$ cat src/rtl/rdma_remap.sv
`default_nettype none
// ============================================================================
// Module   : rdma_remap
// Purpose  : Registered local-to-remote address translator for the RDMA
//            path. Adds a fixed window offset modulo 2^ADDR_W and raises a
//            one-cycle ready strobe for every accepted request.
// Revision : 1.0 - initial release
// ============================================================================
module rdma_remap #(
  parameter int unsigned       ADDR_W        = 32,
  parameter logic [ADDR_W-1:0] REMOTE_OFFSET = 32'h8000_0000
) (
  input  logic              clk,
  // Synchronous reset, active HIGH despite the _n suffix (legacy name).
  input  logic              rst_n,
  input  logic              start,
  input  logic [ADDR_W-1:0] local_addr,
  output logic [ADDR_W-1:0] remote_addr,
  output logic              ready
);

  logic [ADDR_W-1:0] remote_addr_q, remote_addr_d;
  logic              ready_q, ready_d;

  // Next-state: translate on start, otherwise hold the address and drop ready.
  // The sum is ADDR_W wide, so the carry out of the top bit is discarded.
  always_comb begin
    remote_addr_d = remote_addr_q;
    ready_d       = 1'b0;
    if (start) begin
      remote_addr_d = local_addr + REMOTE_OFFSET;
      ready_d       = 1'b1;
    end
  end

  // Output registers; reset takes priority over a simultaneous start.
  always_ff @(posedge clk) begin
    if (rst_n) begin
      remote_addr_q <= '0;
      ready_q       <= 1'b0;
    end else begin
      remote_addr_q <= remote_addr_d;
      ready_q       <= ready_d;
    end
  end

  assign remote_addr = remote_addr_q;
  assign ready       = ready_q;

endmodule
`default_nettype wire

$ cat config.mk
export PLATFORM = sky130hd
export DESIGN_NAME = rdma_remap
export DESIGN_NICKNAME = d
export VERILOG_FILES = /design/src/rtl/rdma_remap.sv
export SDC_FILE = /design/constraint.sdc
export NUM_CORES = 1
export LEC_CHECK = 0
export ABC_AREA = 1
export BUFFER_PORTS_ARGS = -buffer_cell sky130_fd_sc_hd__buf_2
export CAP_MARGIN = 20
export CELL_PAD_IN_SITES_DETAIL_PLACEMENT = 1
export CELL_PAD_IN_SITES_GLOBAL_PLACEMENT = 1
export CORE_MARGIN = 5
export CORE_UTILIZATION = 31
export CTS_BUF_LIST = sky130_fd_sc_hd__clkbuf_4 sky130_fd_sc_hd__clkbuf_8
export CTS_CLUSTER_DIAMETER = 100
export CTS_CLUSTER_SIZE = 8
export DETAILED_ROUTE_END_ITERATION = 8
export PLACE_DENSITY = 0.92
export SLEW_MARGIN = 20
export SYNTH_ARGS = -nofsm -noshare
export SYNTH_HDL_FRONTEND = slang
export SYNTH_SLANG_ARGS = --single-unit
$ cat constraint.sdc
create_clock -name clk -period 1.05 [get_ports clk]
set_input_delay 0.315 -clock clk [delete_from_list [all_inputs] [get_ports clk]]
set_output_delay 0.315 -clock clk [all_outputs]
set_load 0.02 [all_outputs]
Word level (Yosys, flattened, before mapping)
Index checks and enable logic that the tools add are counted.
- flip-flop bits (word level): 33
- output and inout port bits: 33
- word-level logic and storage cells: 4
- $add $sub $neg: 1
- multiplexer cells: 1
- operators by type and width (operator ; number):
    $add 32x32->32 const B ; 1
    $mux 1 ; 1

Logic depth before layout (Yosys ltp)
- depth in word-level cells: 1
- mapped depth: 5
- depth with buffers taken out: 4

Least setup slack after synthesis
Ideal clock, no wire load.
- kind: input to register
- start: input start
- end: register remote_addr_q[10] (netlist: remote_addr[10])
- setup time: 113 ps
- arrival: 760 ps
- setup slack: 177 ps
- stages on the path: 4
- path buffers: 2
- path through: buf_4 > buf_4 > nor2_1 > nor2_1
- RTL lines (item ; line ; source):
    start: declaration ; 16 ; input logic start,
    end signal: assignment ; 42 ; remote_addr_q <= remote_addr_d;
    end: declaration ; 22 ; logic [ADDR_W-1:0] remote_addr_q, remote_addr_d;

Final worst setup path
- start: register remote_addr_q[1] (netlist: remote_addr[1])
- end: output remote_addr[1]
- RTL lines (item ; line ; source):
    end: declaration ; 18 ; output logic [ADDR_W-1:0] remote_addr,
No word-level cell between the ends.

==> reports/qor.csv <==
stage;metric;value;unit
clock_tree;Clock Latency Late Sink;0.27;ns
die;die height;76.0;microns
cells_and_area;layout filler cell count;567;
place;gpl congestion;0.667;
power;Leakage Power;1.17;nW
setup_path;CP arrival;0.74;ns
cells_and_area;Area Overhead vs Synth;53.8;%
cells_and_area;share of cells above drive strength 1;40.7;%
run;Max-cap violations;0;
die;Core Footprint;0.00429;sq mm
sta;Final Cycle Share;100;%
power;Overall Power;2.99;mW
setup_path;critical path endpoint category;primary output;
clock_tree;clock sink count;33;
global_routing;grt ovf;0;
sta;Final setup viols;1;
clock_tree;clk root buf;clkbuf_8;
die;Top Ports;68;
sta;Slew headroom;90.4;%
clock_tree;Clock transition at path regs;0.07;ns
die;die width;76.0;microns
drt;via count;1338;
setup_path;startpoint types;flip-flop;
sta;Worst Skew;0;ns
clock_tree;TritonCTS clock tree;yes;
die;initial core utilization;31.4;%
clock_tree;total clock buffers created by CTS;5;
global_routing;pin count of the biggest net entering global routing;34;
place;HPWL after DPL;2.47;mm
yosys;Synth Instances;205;
drt;M1 WL;1.43;mm
setup_path;slowest stage delay, CP;0.35;ns
drt;Post-DRT Antenna Nets;0;
cells_and_area;layout net count;308;
yosys;synthesized cell area;0.00135;sq mm
setup_path;CP max stage cell;dfxtp_2;
setup_path;CP required;0.73;ns
setup_path;Worst Path Buf+Inv;1;
die;number of core rows;24;
drt;highest metal layer with signal wires;met4;
cells_and_area;final core occ;48.3;%
outcome;violated checks;setup timing;
yosys;Synth Warn #;0;
yosys;syn_area_per_cell;6.58;sq um
drt;drt via density;4.12;
place;dpl cells;317;
global_routing;vias in the first global route;1381;
clock_tree;Longest Clk Path Bufs;2;
sta;measured slew at the worst slew-check pin;0.143;ns
global_routing;first-pass GRT wire length;5.93;mm
drt;DRC;0;
setup_path;Crit path max-delay family;flip-flops;
cells_and_area;Inserted Diodes;0;
yosys;Seq/Total Area, Yosys;49.0;%
sta;Tmin final;1.05;ns
yosys;Post-Syn Nets;240;
drt;routed wl met3;245;microns
drt;routed len/inst;10.9;microns
setup_path;worst setup path class;flip-flop to primary output;
power;worst vdd ir;0.489;mV
clock_tree;# H-tree levels;2;
sta;final hold violations;0;
sta;fmax;0.950;GHz
cells_and_area;Non-Filler Instances;325;
yosys;Synth Register Bits;33;
place;PortBufs;67;
drt;WL final;3.55;mm
sta;Slew Limit Fails;0;
die;Die ar.;0.00577;sq mm
setup_path;worst-path fanout max;2;
sta;RSZ-0062 raised after global routing;yes;
worst_hold_path;Hold Path Class;input pin to flip-flop;
global_routing;initial antenna violation count;0;
sta;final worst setup slack;-0.00302;ns
drt;routed wl met2;1.86;mm
drt;drt first pass iters;4;
power;PD cells;1440;mW/mm^2
outcome;status;finished with violations;
drt;1st-iter DRT viols;38;
setup_path;CP cell instances;buf_6;
yosys;Yosys cell types;7;
global_routing;GRT Total Usage;12.2;%
-- timing repair --
| action | 4_1_cts | 5_1_grt |
|---|---|---|
| hold buffers | 0 | 0 |
| setup buffers | 1 | 0 |
| resized for setup | 97 | 2 |
| gates cloned | 0 | 0 |
| setup endpoints to repair | 33 | 31 |
-- synth_stat cells --
cell type	count	area share, %
nand2_1	64	18
buf_6	4	3.3
inv_1	33	9.2
nor2_1	65	18
buf_2	4	1.5
buf_4	2	1.1
dfxtp_1	33	49
-- routing by layer --
layer	vias up	track usage, %
li1	710	-
met1	588	12.8
met2	38	22.7
met3	2	4.03
met4	0	3.74
met5	-	0
-- sequential cells by signal, summed over array words and instances, names as in the netlist --
| name | flops |
|---|---|
| remote_addr | 32 |
| ready | 1 |
-- metrics by stage --
stage	area (sq um)	hold slack (ns)	setup TNS, ns	setup WS (ns)
2_1_floorplan	1350	0.386	0	0.177
3_3_place_gp	1730	0.456	0	0.142
3_5_place_dp	1730	0.464	0	0.0843
4_1_cts	2070	0.197	-0.0443	-0.00747
5_1_grt	2070	0.204	-0.517	-0.0399
6_report	2070	0.203	-0.00302	-0.00302
-- area by class of cell --
cell class              count  area, sq um  share of cell area (%)
repair buffers             71          609                    29.4
well taps                  52         65.1                    3.14
inverters                  33          124                    5.97
multi-input cells         129          484                    23.3
clock buffers               7         90.1                    4.34
flip-flops and latches     33          702                    33.8
-- report_power, final --
group | leakage [nW] | switching, mW | internal, mW | total (mW)
Sequential | 0.284 | 0.0615 | 1.36 | 1.42
Clock | 0.0477 | 0.419 | 0.546 | 0.965
Combinational | 0.843 | 0.305 | 0.298 | 0.603
-- final timing paths --
path	cells after the start	to	slack [ns]	from
min	2	ready	0.20	rst_n
min reg2reg	2	remote_addr[25]	0.48	remote_addr[25]
max	1	remote_addr[1]	-0.003	remote_addr[1]
max reg2reg	3	remote_addr[22]	0.38	remote_addr[22]
-- cells by family after synthesis --
kind of cell / share of synthesized area, %
AND/OR/NAND/NOR: 35.9
flip-flops: 49.0
buffers and inverters: 15.1
-- cell usage in the layout, fill, tap and decap left out --
master     n
buf_2     34
buf_12     3
inv_1     33
nand2_1   64
dfxtp_2   33
nor2_1    65
clkbuf_4   1
buf_6     33
buf_4      1
clkbuf_8   6
No activity file was read; power rests on OpenSTA's default activity.
